### src/rtl/mult_arbiter.sv
// Round-robin arbiter sharing one external combinational multiplier among N_REQ requesters.
// One transaction in flight: IDLE grants, MUL waits MUL_LAT cycles, RESP holds the product.
module mult_arbiter #(
  parameter int unsigned N_REQ   = 4,
  parameter int unsigned W       = 4,
  parameter int unsigned MUL_LAT = 1
) (
  input  logic                     clk,
  input  logic                     rst,
  input  logic [N_REQ-1:0]         req_valid,
  output logic [N_REQ-1:0]         req_ready,
  input  logic [N_REQ*W-1:0]       req_a,
  input  logic [N_REQ*W-1:0]       req_b,
  output logic [N_REQ-1:0]         rsp_valid,
  input  logic [N_REQ-1:0]         rsp_ready,
  output logic [2*W-1:0]           rsp_data,
  output logic [W-1:0]             mul_a,
  output logic [W-1:0]             mul_b,
  input  logic [2*W-1:0]           mul_p,
  output logic                     busy,
  output logic [$clog2(N_REQ)-1:0] grant_id,
  output logic [7:0]               done_cnt
);
  localparam int unsigned IdW  = $clog2(N_REQ);
  localparam int unsigned CntW = $clog2(MUL_LAT + 1);
  localparam logic [IdW-1:0]  LastId  = IdW'(N_REQ - 1);
  localparam logic [CntW-1:0] LastCnt = CntW'(MUL_LAT - 1);

  typedef enum logic [1:0] {StIdle, StMul, StResp} state_e;

  state_e          state_q, state_d;
  logic [IdW-1:0]  rr_ptr_q, rr_ptr_d;
  logic [IdW-1:0]  grant_q, grant_d;
  logic [CntW-1:0] cnt_q, cnt_d;
  logic [W-1:0]    a_q, a_d, b_q, b_d;
  logic [2*W-1:0]  data_q, data_d;
  logic [7:0]      done_q, done_d;

  logic            found;
  logic [IdW-1:0]  pick;
  logic [IdW:0]    cand;
  logic [W-1:0]    pick_a, pick_b;

  // First valid requester at or above rr_ptr, wrapping modulo N_REQ.
  always_comb begin
    found = 1'b0;
    pick  = '0;
    cand  = '0;
    for (int unsigned k = 0; k < N_REQ; k++) begin
      cand = {1'b0, rr_ptr_q} + (IdW+1)'(k);
      if (cand >= (IdW+1)'(N_REQ)) cand = cand - (IdW+1)'(N_REQ);
      if (!found && req_valid[cand[IdW-1:0]]) begin
        found = 1'b1;
        pick  = cand[IdW-1:0];
      end
    end
  end

  always_comb begin
    pick_a = '0;
    pick_b = '0;
    for (int unsigned i = 0; i < N_REQ; i++) begin
      if (pick == IdW'(i)) begin
        pick_a = req_a[i*W +: W];
        pick_b = req_b[i*W +: W];
      end
    end
  end

  always_comb begin
    state_d   = state_q;
    rr_ptr_d  = rr_ptr_q;
    grant_d   = grant_q;
    cnt_d     = cnt_q;
    a_d       = a_q;
    b_d       = b_q;
    data_d    = data_q;
    done_d    = done_q;
    req_ready = '0;
    rsp_valid = '0;
    unique case (state_q)
      StIdle: begin
        if (found) begin
          // Grant and handshake coincide: the winner is by construction valid.
          req_ready[pick] = ~rst;
          a_d     = pick_a;
          b_d     = pick_b;
          grant_d = pick;
          cnt_d   = '0;
          state_d = StMul;
        end
      end
      StMul: begin
        if (cnt_q == LastCnt) begin
          data_d  = mul_p;
          cnt_d   = '0;
          state_d = StResp;
        end else begin
          cnt_d = cnt_q + 1'b1;
        end
      end
      StResp: begin
        rsp_valid[grant_q] = 1'b1;
        if (rsp_ready[grant_q]) begin
          rr_ptr_d = (grant_q == LastId) ? '0 : grant_q + 1'b1;
          done_d   = done_q + 8'd1;
          state_d  = StIdle;
        end
      end
      default: state_d = StIdle;
    endcase
  end

  always_ff @(posedge clk or posedge rst) begin
    if (rst) begin
      state_q  <= StIdle;
      rr_ptr_q <= '0;
      grant_q  <= '0;
      cnt_q    <= '0;
      a_q      <= '0;
      b_q      <= '0;
      data_q   <= '0;
      done_q   <= '0;
    end else begin
      state_q  <= state_d;
      rr_ptr_q <= rr_ptr_d;
      grant_q  <= grant_d;
      cnt_q    <= cnt_d;
      a_q      <= a_d;
      b_q      <= b_d;
      data_q   <= data_d;
      done_q   <= done_d;
    end
  end

  assign mul_a    = a_q;
  assign mul_b    = b_q;
  assign rsp_data = data_q;
  assign grant_id = grant_q;
  assign done_cnt = done_q;
  assign busy     = (state_q != StIdle);

endmodule

### config.mk
export PLATFORM = sky130hd
export DESIGN_NAME = mult_arbiter
export DESIGN_NICKNAME = d
export VERILOG_FILES = /design/src/rtl/mult_arbiter.sv
export SDC_FILE = /design/constraint.sdc
export NUM_CORES = 1
export LEC_CHECK = 0
export ABC_AREA = 1
export CAP_MARGIN = 40
export CORE_AREA = 2 2 71 73
export CTS_CLUSTER_DIAMETER = 50
export DETAILED_ROUTE_END_ITERATION = 12
export DIE_AREA = 0 0 73 75
export PLACE_DENSITY = 0.88
export SLEW_MARGIN = 20
export SYNTH_ARGS = -nofsm -noshare
export SYNTH_HDL_FRONTEND = slang
export SYNTH_SLANG_ARGS = --single-unit
### constraint.sdc
create_clock -name clk -period 2.6 [get_ports clk]
set_input_delay 0.52 -clock clk [delete_from_list [all_inputs] [get_ports clk]]
set_output_delay 0.52 -clock clk [all_outputs]
set_load 0.005 [all_outputs]
# Yosys cells after proc, flatten, opt, wreduce, memory -nomap -nowiden
# Index checks and enable logic that the tools add are counted.
# word_totals
input_bits,50
word_cells,104
output_inout_bits,35
register_bits,31
# op_classes
eq_ne,9
mux,45
order_cmp,12
bitwise_logic,3
reduce_logical,17
addsub,10
# ops
op,count
2-to-1 mux 4 bit,11
2-to-1 mux 2 bit,12
< comparator 2 x 3 -> 1 bit (second input constant),6
2-to-1 mux 1 bit,13
binary-select mux 1 bit (select 2 bit),5
>= comparator 3 bit (second input constant),3
adder 8 x 1 -> 8 bit (second input constant),1
equality test 2 bit (second input constant),4
AND reduction 2 bit,4
subtractor 2 x 1 -> 2 bit (second input constant),4
adder 2 x 2 -> 3 bit (second input constant),2
!= test 2 bit (second input constant),3
one-hot mux 2 bit (3 select lines),1
logical AND 1 bit,5
bitwise AND 4 bit,1
demux 1 bit (select 2 bit),2
equality test 2 x 1 -> 1 bit (second input constant),2
>= comparator 2 x 1 -> 1 bit (second input constant),2
logical NOT 2 bit,2
nonzero test 2 bit,2
adder 2 x 1 -> 3 bit (second input constant),1
>= comparator 2 x 3 -> 1 bit (second input constant),1
logical NOT 1 bit,3
AND reduction 3 bit,1
4 further kinds,5

# Logic depth before layout (Yosys ltp)
# Gate-level depths: netlist of the first run.
# depth
depth_word,21
ltp_mapped,16
mapped_depth_nobuf,15

# Worst setup path before layout of the first run
# Ideal clock, no wire load.
# synth_path
kind,in2out
start,input port rst
end,output port req_ready[1]
required_ps,2080
arrival_ps,1587
n_path_buf,0
cell_stages,3
setup_slack_ps,493
cell_sequence,inv_1 -> nand2_1 -> nor3_1
# synth_between
elab_chain_len,4
# synth_lines
item,line_no,text
"start, declared",9,"input logic rst,"
NOT 1 bit,85,req_ready[pick] = ~rst;
bitwise AND 4 bit (no line),n/a,
2-to-1 mux 4 bit,83,if (found) begin
2-to-1 mux 4 bit,81,unique case (state_q)
"end, declared",11,"output logic [N_REQ-1:0] req_ready,"
# No other way between the ends.

# Worst setup path in the final report of the first run
# layout_path
start,register rr_ptr_q[0]
end,output port req_ready[1]
# layout_between
elab_chain_len,21
elab_cells_between_ends,45
classes_between,add/sub: 7; order compare: 6; mux: 24; bitwise: 1; reduce/logical: 7
# layout_lines
item,line_no,text
"start, declared",32,"logic [IdW-1:0] rr_ptr_q, rr_ptr_d;"
"start signal, assigned",126,rr_ptr_q <= rr_ptr_d;
branches (longest 19 deep; another with adder 2 x 1 -> 3 bit),n/a,
2-to-1 mux 4 bit (*),83,
2-to-1 mux 4 bit (*),81,
# Mark *: on every way between the ends. The select of a mux whose other input is x is not followed.

==> results of run 1 <==
==> cells in the mapped netlist (all sizes together) <==
cell / number / area, um2
nor2: 19 / 83.8
inv: 31 / 119
a21boi: 1 / 11.3
xnor2: 4 / 35.0
ha: 5 / 62.6
mux2: 8 / 90.1
nor3: 2 / 10.0
xor2: 3 / 26.3
or2: 1 / 6.26
buf: 5 / 43.8
o21ai: 21 / 105
nand4: 4 / 25.0
nand3: 24 / 135
a21oi: 1 / 5.00
dfrtp: 30 / 751
nand2: 93 / 382
o22ai: 1 / 6.26
==> sequential cells by signal, summed over array words and instances (netlist names) <==
signal	cells
done_cnt	8
grant_id	2
mul_a	4
mul_b	4
rr_ptr_q	2
rsp_data	8
state_q	2
==> cell type report <==
cell class	instances	area, um2	share of cell area, %
Clock buffer	7	86.3	2.76
Clock inverter	1	5.00	0.160
Inverter	31	126	4.04
Multi-Input combinational cell	187	1060	33.8
Sequential cell	30	753	24.1
Tap cell	54	67.6	2.16
Timing Repair Buffer	109	1030	32.9
==> stage by stage <==
stage / area (um2) / setup slack, ps / setup TNS, ps / cells
floorplan: 1900 / 493 / 0 / 253
finish: 3130 / 55.5 / 0 / 419
CTS: 3050 / 21.6 / 0 / 416
global placement: 2910 / -395 / -1510 / 406
detailed placement: 2910 / -442 / -1710 / 406
global route: 3130 / -56.1 / -147 / 419
==> routing by layer <==
metal  GRT usage (%)  vias to the layer above  wire length (um)
li1                -                     1023                 -
met1            24.7                      920              2260
met2            32.9                       87              2650
met3            6.43                       11               410
met4            5.56                        0                78
met5               0                        -                 0
==> worst max-delay path, delay by kind of cell, from the launching register on <==
kind / cells / cell delay, ps
buf+inv: 3 / 410
flops: 1 / 450
simple gates: 9 / 890
==> report_power, final <==
group,switching (mW),internal [mW],leakage (nW),total [mW]
sequential,0.172,0.685,0.370,0.856
combinational,1.44,1.36,1.12,2.80
clock,0.166,0.213,0.0482,0.379
total,1.78,2.25,1.54,4.03
==> logic make-up (layout without fill, tap and decap cells) <==
logic type | count (synthesis) | in the layout | synth area share [%]
simple gates | 143 | 143 | 33.8
buf+inv | 36 | 148 | 8.57
flops | 30 | 30 | 39.6
compound gates | 24 | 24 | 6.73
mux | 8 | 8 | 4.75
xor+xnor | 7 | 7 | 3.23
fa+ha+maj | 5 | 5 | 3.30
==> timing repair <==
action                                  4_1_cts  5_1_grt
resized for setup                            23       20
setup buffers                                 2        3
endpoints found under the setup margin        4        4
hold buffers                                  0        0
pin swaps                                     3        4
==> worst max-delay path by stage <==
stage	start	endpoint	cells after the start
CTS	rr_ptr_q[1]	req_ready[3]	13
global route	rr_ptr_q[0]	req_ready[0]	11
global placement	req_valid[1]	req_ready[0]	11
floorplan	rst	req_ready[1]	3
finish	rr_ptr_q[0]	req_ready[1]	12
detailed placement	req_valid[3]	req_ready[2]	13
==> results.tsv, run 1 <==
stage	metric	value	unit
status	status	finished clean	
power	peakVddDrop	0.962	mV
grt	antenna_found_initial	0	
final_layout	fillCellCount	383	
final_layout	diodes	0	
synth	synth_seq_area_share	39.6	%
drt	wirelength	5.39	mm
final_layout	final_util	67.1	%
sta	slew_viol_final	0	
sta	fmax	0.393	GHz
clocking	cts_tree	done	
clocking	clk_path_buf_depth	2	
worst_setup_path	crit_top_cell	nand2_2	
worst_setup_path	required	2080	ps
sta	worstMarginPinSlew	379	ps
drt	wl_per_cell	12.9	um
grt	grt_pass1_vias	1930	
sta	slew_headroom	74.7	%
drt	firstDrtPassIters	4	
drt	drc	0	
sta	min_period	2540	ps
hold_path	min-delay-path-class	reg2reg	
clocking	clk_pin_slew	60	ps
power	total_power	4.03	mW
drt	vias_per_cell	4.87	
hold_path	hold_path_startpoint	mul_b[3]	
grt	grt_max_degree	31	
drt	ant_nets	0	
floorplanning	die_h	75	um
clocking	insertion_delay	280	ps
worst_setup_path	cp_slowest_cell	dfrtp_2	
synth	syn_area_per_cell	7.50	um2
sta	rsz0062_at_grt	yes	
final_layout	area_growth_syn_to_layout	64.8	%
grt	grt_remaining_overflow	0	
worst_setup_path	worstPathArrival	2020	ps
clocking	h-tree-depth	2	
placement	globalplace.congestion	0.846	
drt	dr_total_vias	2041	
power	p_per_area	1290	nW/um2
worst_setup_path	ff2ff_setup_slack	410	ps
grt	gr-usage-all-layers	19.8	%
synth	ys_ff_latch	30	
worst_setup_path	critPathMaxFanout	10	
final_layout	layout_common_cells	nand2_1, clkdlybuf4s50_1, dfrtp_1	
worst_setup_path	reg2reg_from	rr_ptr_q[0]	
synth	syn_inst	253	
floorplanning	core	4660	um2
sta	setup_viol	0	
worst_setup_path	cp-start-kind	flop	
floorplanning	io_pins	85	
worst_setup_path	rr_worst_depth	16	
synth	synth.net_count	308	
sta	fin_crit_sh	97.9	%
synth	yosysWarnings	0	
power	leakagePower	1.54	nW
final_layout	layout_commonest_cell	nand2_1	
drt	drt_iter0_drc	120	
placement	port_buffers	84	
synth	netlist_area	1900	um2
hold_path	worstHoldEndpoint	mul_b[3]	
floorplanning	rows	25	
hold_path	whs_path_depth	2	
job	maxCapViolCount	0	
floorplanning	die_w	73	um
sta	fin_hold_ws	479	ps
worst_setup_path	r2r-end	mul_a[0]	
clocking	cts_buffers	5	
worst_setup_path	max_stage_delay	450	ps
grt	grt_pass1_wl	8.46	mm
worst_setup_path	worstPathCellList	clkinv_4 > nand2_1 > nand2_2 > nand2_2 > nand2_2 > nand3_2 > or2_1 > nand2_2 > inv_2 > nand2_4 > nor3_2 > dlygate4sd2_1	
floorplanning	dieArea	5480	um2
sta	finalHoldViolations	0	
worst_setup_path	endpoint_kind	output pin	
clocking	cts_root_buffer	clkbuf_8	
floorplanning	start_util	40.7	%
final_layout	finalNetCount	419	
placement	dp_hpwl	4.12	mm
clocking	clkSinkCount	30	
synth	yosys.cell_types.count	26	
final_layout	drive_above_1_share	22.7	%
worst_setup_path	path_class	reg2out	
sta	clock_skew	4.61	ps
(Power assumes the default switching activity.)
==> run 2, diff against run 1 <==
Settings changed: TNS_END_PERCENT from default to 5.
==> results of run 2 <==
Same layout as run 1: the final DEF is identical, and so are final timing and power.
==> run 3, diff against run 2 <==
Settings changed: HOLD_SLACK_MARGIN from default to 0.12.
==> results of run 3 <==
Same layout as run 1: the final DEF is identical, and so are final timing and power.
